**config.mk**
```make
export PLATFORM = sky130hd
export DESIGN_NAME = div_result_uart_tx
export DESIGN_NICKNAME = d
export VERILOG_FILES = /design/src/rtl/div_result_uart_tx.sv
export SDC_FILE = /design/constraint.sdc
export NUM_CORES = 1
export LEC_CHECK = 0
export CAP_MARGIN = 30
export CELL_PAD_IN_SITES_DETAIL_PLACEMENT = 1
export CELL_PAD_IN_SITES_GLOBAL_PLACEMENT = 1
export CORE_ASPECT_RATIO = 0.75
export CORE_MARGIN = 2
export CORE_UTILIZATION = 49
export DETAILED_ROUTE_END_ITERATION = 6
export PLACE_DENSITY = 0.76
export SYNTH_ARGS = -nofsm -noshare
export SYNTH_HDL_FRONTEND = slang
export SYNTH_SLANG_ARGS = --single-unit
```
**constraint.sdc**
```tcl
create_clock -name clk -period 2.2 [get_ports clk]
set_input_delay 0.44 -clock clk [delete_from_list [all_inputs] [get_ports clk]]
set_output_delay 0.44 -clock clk [all_outputs]
set_load 0.01 [all_outputs]
```
**src/rtl/div_result_uart_tx.sv**
```systemverilog
// div_result_uart_tx: buffers divider results in a small FIFO
// and sends each one off-chip as a single 8N1 UART byte.
module div_result_uart_tx #(
  parameter int CLKS_PER_BIT = 16,
  parameter int FIFO_DEPTH   = 4
) (
  input  logic                          clk,
  input  logic                          rst_n,
  input  logic                          ena,
  input  logic                          in_valid,
  output logic                          in_ready,
  input  logic [3:0]                    in_quot,
  input  logic [3:0]                    in_rem,
  input  logic                          in_dbz,
  output logic                          tx,
  output logic                          busy,
  output logic [$clog2(FIFO_DEPTH):0]   fifo_count
);

  localparam int AW = $clog2(FIFO_DEPTH);
  localparam int CW = AW + 1;
  localparam int BW = $clog2(CLKS_PER_BIT);

  localparam logic [CW-1:0] DEPTH_C  = CW'(FIFO_DEPTH);
  localparam logic [BW-1:0] BAUD_MAX = BW'(CLKS_PER_BIT - 1);

  typedef enum logic [1:0] {
    IDLE,
    START,
    DATA,
    STOP
  } state_t;

  state_t        state;
  logic [7:0]    mem [FIFO_DEPTH];
  logic [AW-1:0] wr_ptr;
  logic [AW-1:0] rd_ptr;
  logic [7:0]    shreg;
  logic [BW-1:0] baud_cnt;
  logic [2:0]    bit_idx;
  logic [7:0]    byte_in;
  logic          push;
  logic          pop;

  // A divide-by-zero collapses to 0xFF; q=15 forces r=0 so no clash.
  assign byte_in = in_dbz ? 8'hFF : {in_quot, in_rem};

  // Readiness is masked during reset so nothing is offered then.
  assign in_ready = rst_n && ena && (fifo_count < DEPTH_C);
  assign push     = in_valid && in_ready;
  assign pop      = (state == IDLE) && ena && (fifo_count != '0);
  assign busy     = (state != IDLE) || (fifo_count != '0);

  // Storage array needs no reset; pointers define what is valid.
  always_ff @(posedge clk) begin
    if (push) begin
      mem[wr_ptr] <= byte_in;
    end
  end

  // Circular pointers and occupancy; push+pop leaves count as is.
  always_ff @(posedge clk or negedge rst_n) begin
    if (!rst_n) begin
      wr_ptr     <= '0;
      rd_ptr     <= '0;
      fifo_count <= '0;
    end else begin
      if (push) begin
        wr_ptr <= wr_ptr + AW'(1);
      end
      if (pop) begin
        rd_ptr <= rd_ptr + AW'(1);
      end
      unique case ({push, pop})
        2'b10:   fifo_count <= fifo_count + CW'(1);
        2'b01:   fifo_count <= fifo_count - CW'(1);
        default: fifo_count <= fifo_count;
      endcase
    end
  end

  // Frame sequencer: start, 8 data bits LSB first, stop.
  always_ff @(posedge clk or negedge rst_n) begin
    if (!rst_n) begin
      state    <= IDLE;
      tx       <= 1'b1;
      shreg    <= '0;
      baud_cnt <= '0;
      bit_idx  <= '0;
    end else begin
      unique case (state)
        IDLE: begin
          tx       <= 1'b1;
          baud_cnt <= '0;
          bit_idx  <= '0;
          if (pop) begin
            shreg <= mem[rd_ptr];
            tx    <= 1'b0;
            state <= START;
          end
        end
        START: begin
          if (baud_cnt == BAUD_MAX) begin
            baud_cnt <= '0;
            bit_idx  <= '0;
            tx       <= shreg[0];
            shreg    <= {1'b0, shreg[7:1]};
            state    <= DATA;
          end else begin
            baud_cnt <= baud_cnt + BW'(1);
          end
        end
        DATA: begin
          if (baud_cnt == BAUD_MAX) begin
            baud_cnt <= '0;
            if (bit_idx == 3'd7) begin
              tx    <= 1'b1;
              state <= STOP;
            end else begin
              bit_idx <= bit_idx + 3'd1;
              tx      <= shreg[0];
              shreg   <= {1'b0, shreg[7:1]};
            end
          end else begin
            baud_cnt <= baud_cnt + BW'(1);
          end
        end
        STOP: begin
          tx <= 1'b1;
          if (baud_cnt == BAUD_MAX) begin
            baud_cnt <= '0;
            state    <= IDLE;
          end else begin
            baud_cnt <= baud_cnt + BW'(1);
          end
        end
        default: begin
          state <= IDLE;
          tx    <= 1'b1;
        end
      endcase
    end
  end

endmodule

```
======== Yosys cells after proc, flatten, opt, wreduce, memory -nomap -nowiden ========
Memory sizes are Yosys's and may differ from the RTL's.
Index checks and enable logic that the tools add are counted.
storage, ports and cells
  bits in registers ....................... 25
  bits in latches ......................... 0
  RAM bits ................................ 32
  bits in read-only memories .............. 0
  word-level logic and storage cells ...... 71
  memories ................................ 1
memory list
  name  depth  width  read ports  clocked after memory_dff  wr ports  RTL line  text
  mem   4      8      1           0                         1         35        logic [7:0] mem [FIFO_DEPTH];
cells by class
  $add $sub $neg .......................... 6
  multipliers ............................. 0
  div/mod/pow operators ................... 0
  order comparisons ....................... 1
  equality and inequality tests ........... 13
  shifts and indexed selects .............. 0
  multiplexer cells ....................... 26
  bitwise gates (word level) .............. 0
  reduce and logical (&&, ||, !) cells .... 16
operators with widths
  operator                                                          count
  8-bit 2-to-1 mux                                                  5
  8-bit one-hot mux with 3 select lines                             1
  2-bit != test (second input constant)                             6
  2-bit 2-to-1 mux                                                  5
  5-bit AND reduction                                               2
  3-bit 2-to-1 mux                                                  3
  3-bit one-hot mux with 3 select lines                             1
  2-bit one-hot mux with 4 select lines                             1
  4-bit one-hot mux with 2 select lines                             1
  3-bit by 1-bit adder with 3-bit output (second input constant)    2
  2-bit == test (second input constant)                             3
  1-bit 2-to-1 mux                                                  6
  3-bit one-hot mux with 2 select lines                             1
  3-bit nonzero test                                                2
  1-bit logical AND                                                 5
  2-bit by 1-bit adder with 2-bit output (second input constant)    2
  4-bit by 1-bit adder with 4-bit output (second input constant)    1
  2-bit by 1-bit == test with 1-bit output (second input constant)  2
  4-bit == test (second input constant)                             1
  4-bit 2-to-1 mux                                                  1
  1-bit one-hot mux with 4 select lines                             1
  4-bit AND reduction                                               1
  2-bit nonzero test                                                2
  3-bit == test (second input constant)                             1
  other kinds (6)                                                   6

======== Longest topological paths before layout ========
Gate-level depths: netlist (run 1).
  depth after elaboration ................. 5
  mapped depth ............................ 10
  mapped depth without buffers ............ 10

======== Worst setup path after synthesis (run 1) ========
Ideal clock, no wire load.
  path kind ............................... flip-flop to flip-flop
  start ................................... register state[0]
  end ..................................... register fifo_count[2]
  arrival time ............................ 1.918 ns
  required time ........................... 2.121 ns
  setup slack ............................. 0.202 ns
  stages on the path, launching flop included .. 10
  buffers on the path ..................... 0
  path through ............................ dfrtp_1 -> inv_1 -> ha_1 -> o311a_1 -> ha_1 -> inv_1 -> fa_1 -> xor2_1 -> nor2_1 -> xor2_1
between the ends
  word-level cells in the longest chain between the ends .. 5
ends and longest elaborated chain
  what                                                                                RTL line  text
  start: declaration                                                                  34        state_t state;
  start signal: assignment                                                            85        state <= IDLE;
  start signal: assignment                                                            99        state <= START;
  start signal: assignment                                                            108       state <= DATA;
  2-bit logical NOT (*)                                                               51        assign pop = (state == IDLE) && ena && (fifo_count != '0);
  1-bit logical AND (*) (2 in series)                                                 51
  net pop                                                                             43        logic pop;
  2-bit by 1-bit == test with 1-bit output / 2-bit == test (equally long branches)    74        unique case ({push, pop})
  3-bit one-hot mux with 2 select lines / 2-bit nonzero test (equally long branches)  -
  end signal: assignment                                                              75        2'b10: fifo_count <= fifo_count + CW'(1);
  end signal: assignment                                                              76        2'b01: fifo_count <= fifo_count - CW'(1);
  end signal: assignment                                                              77        default: fifo_count <= fifo_count;
  end: declaration                                                                    17        output logic [$clog2(FIFO_DEPTH):0] fifo_count
The timed path passes the listed nets; every way through them passes the cells marked *.
A chain may end at the register's enable or synchronous reset.

======== Worst setup path in the final report (run 1) ========
Same ends and word-level chain as after synthesis.

==> qor.txt, run 1 <==
Finished Cell Area = 3130 um2
max-slew violation count = 0
register area share after synthesis = 0.606
Port Buf Inserts = 18
type of the worst min-delay path = input port to asynchronous set/reset pin
Worst Setup End Kind = flop
Initial DRC Count = 53
Longest Clk Path Bufs = 2
status = finished, final reports clean
Clock Tree Root = clkbuf_8
post-synth top area cell = edfxtp_1
cts bufs inserted = 9
WL final = 5210 um
via count = 1,508
CP Max Fanout = 4
Worst-path clk slew = 0.06 ns
num ports = 19
Layout Nets = 238
Ys Warns = 0
Hold Violations, Final = 0
Die Span X = 88.4 um
H-tree depth = 3
Final min period = 2.08 ns
Power Total = 2.50 mW
CP Launch Type = flop
top post-synthesis cells by area = edfxtp_1 (37%), dfrtp_1 (23%), mux2_2 (8.2%)
first-pass GRT wire length = 8510 um
Residual DRC = 0
vias in the first global route = 1,647
most common cell in the netlist = edfxtp_1
commonest cells in the netlist = edfxtp_1 (32), dfrtp_1 (24), mux2_2 (19)
pre-CTS WS = -0.243 ns
Total GRT Usage = 0.202
Avg Cell Area, Syn = 15.1 um2
ANT cells = 0
critical path required time = 2.46 ns
Peak VDD IR = 0.565 mV
initial antenna violation count = 0
Power Dens Cells = 799 nW/um2
drt first pass iters = 4
ys flop type = edfxtp_1
Worst slew margin = 0.612
syn nets = 201
Mapped Area = 2620 um2
final hold slack = 0.330 ns
Period Utilization, post-route = 0.947
largest net degree at the start of global routing = 26
remaining antenna violation count = 0
RSZ-0062 raised after global routing = false
wire per inst = 17.9 um
CTS Hold Buffers Added = 0
post-synth top area share = 0.367
starting density of the core = 0.500
Row Count = 23
final setup vio count = 0
Synth Register Bits = 57
clk sinks = 57
worst reg-to-reg setup slack = 0.12 ns
Peak Freq = 0.480 GHz
worst setup margin = 0.116 ns
number of library cell types mapped by synthesis = 32
dpl cell area = 2950 um2
post-DP HPWL = 3790 um
max_cap viols = 0
clk_skew = 0.00494 ns
GRT Residual Overflow = 0
clk_lat worst skew = 0.33 ns
layout cells sized above 1 = 0.269
Worst-Margin Slew = 0.582 ns
critical path arrival = 2.34 ns
number of synthesized flops with an enable pin = 32
Die H = 67.3 um
Area Overhead vs Synth = 19.4%
core box area = 5240 um2
die area = 5950 um2
CTS tree = yes
worst setup path category = flop to flop
Cells after Synth = 174
setup_tns = 0 ns
LEAKAGE = 1.30 nW
routability cong. = 0.740
Vias/cell = 5.18
Synth async-reset ratio = 0.439
-- per-stage QoR --
step / utilization / cells
after floorplan: - / 174
after global placement: 0.564 / 275
after detailed placement: 0.564 / 275
after CTS: 0.597 / 291
after global routing: 0.597 / 291
final: 0.597 / 291
-- sequential cells by signal, indices dropped and copies added, names as in the netlist --
register,cells
state,2
baud_cnt,4
bit_idx,3
mem,32
shreg,8
wr_ptr,2
rd_ptr,2
tx,1
fifo_count,3
-- worst paths after layout --
kind                       startpoint  cells past startpoint             to
setup / recovery             state[0]                      9  fifo_count[2]
hold / removal                  rst_n                      2  fifo_count[1]
setup reg to reg             state[0]                      9  fifo_count[2]
hold reg to reg                    tx                      2             tx
max in group asynchronous       rst_n                      2             tx
min in group clk                   tx                      2             tx
-- worst max-delay path, stage by stage (launching register included) --
cell and delay [ns]:
dfrtp_1 0.40, inv_1 0.14, ha_1 0.21, o311a_1 0.19, ha_1 0.18, inv_1 0.06
fa_1 0.37, xor2_1 0.16, nor2_1 0.15, xor2_1 0.16
-- cell usage in the layout (no fill, tap or decap), types with 2 or more instances in the layout --
| cell type | n |
|---|---|
| and3_1 | 4 |
| mux4_2 | 7 |
| dfrtp_1 | 24 |
| edfxtp_1 | 32 |
| nand3_1 | 2 |
| nand2_1 | 4 |
| mux2i_1 | 2 |
| clkinv_1 | 3 |
| mux2_2 | 19 |
| a22o_1 | 3 |
| nor3_1 | 3 |
| nor2b_1 | 2 |
| clkdlybuf4s50_1 | 15 |
| xor2_1 | 4 |
| ha_1 | 13 |
| clkbuf_8 | 9 |
| o21ai_0 | 5 |
| xnor2_1 | 4 |
| nor2_1 | 9 |
| buf_4 | 12 |
| a21oi_1 | 4 |
| or2_2 | 8 |
| dlygate4sd2_1 | 3 |
| inv_1 | 11 |
| clkbuf_1 | 2 |
-- final cells by class --
class	count	area, um2
sequential	57	1590
fill	510	2110
clock inverter	5	46.3
tap	75	93.8
clock buffer	11	131
inverter	11	41.3
multi-input combinational	102	958
timing repair buffer	30	267
-- cell families after synthesis --
family | Yosys count | share of synthesized area
xor gates and xnor gates | 8 | 0.0268
adders and majority gates | 14 | 0.0698
buffers and inverters | 15 | 0.0277
muxes | 29 | 0.160
DFF | 57 | 0.606
AOI/OAI and AO/OA | 17 | 0.0430
and+or+nand+nor | 34 | 0.0669
-- what timing repair did --
action	in CTS	in global routing
setup endpoints to repair	2	0
setup buffers	0	0
gates resized for setup	3	0
-- power by group --
part | leakage [nW] | internal, mW | switching [mW]
clock | 0.0898 | 0.510 | 0.393
combinational | 0.611 | 0.163 | 0.158
sequential | 0.602 | 1.21 | 0.0696
-- routing by layer --
metal  track usage  vias up  part of all wire  routed length, um
met5             0        -                 0                  0
met1         0.275      759              0.48               2510
met4        0.0720        0             0.011                 57
li1              -      712                 -                  -
met3        0.0697        8             0.034                175
met2         0.304       29              0.47               2470
Note: power is estimated with default switching activity, not from simulation.
==> run 2: changes to the inputs <==
--- a/config.mk
+++ b/config.mk
@@ -12,7 +12,9 @@
 export CORE_MARGIN = 2
 export CORE_UTILIZATION = 49
 export DETAILED_ROUTE_END_ITERATION = 6
+export GPL_ROUTABILITY_DRIVEN = 0
 export PLACE_DENSITY = 0.76
 export SYNTH_ARGS = -nofsm -noshare
 export SYNTH_HDL_FRONTEND = slang
 export SYNTH_SLANG_ARGS = --single-unit
+export TNS_END_PERCENT = 5
==> results of run 2 <==
Final layout, timing and power as in run 1 (identical DEF).
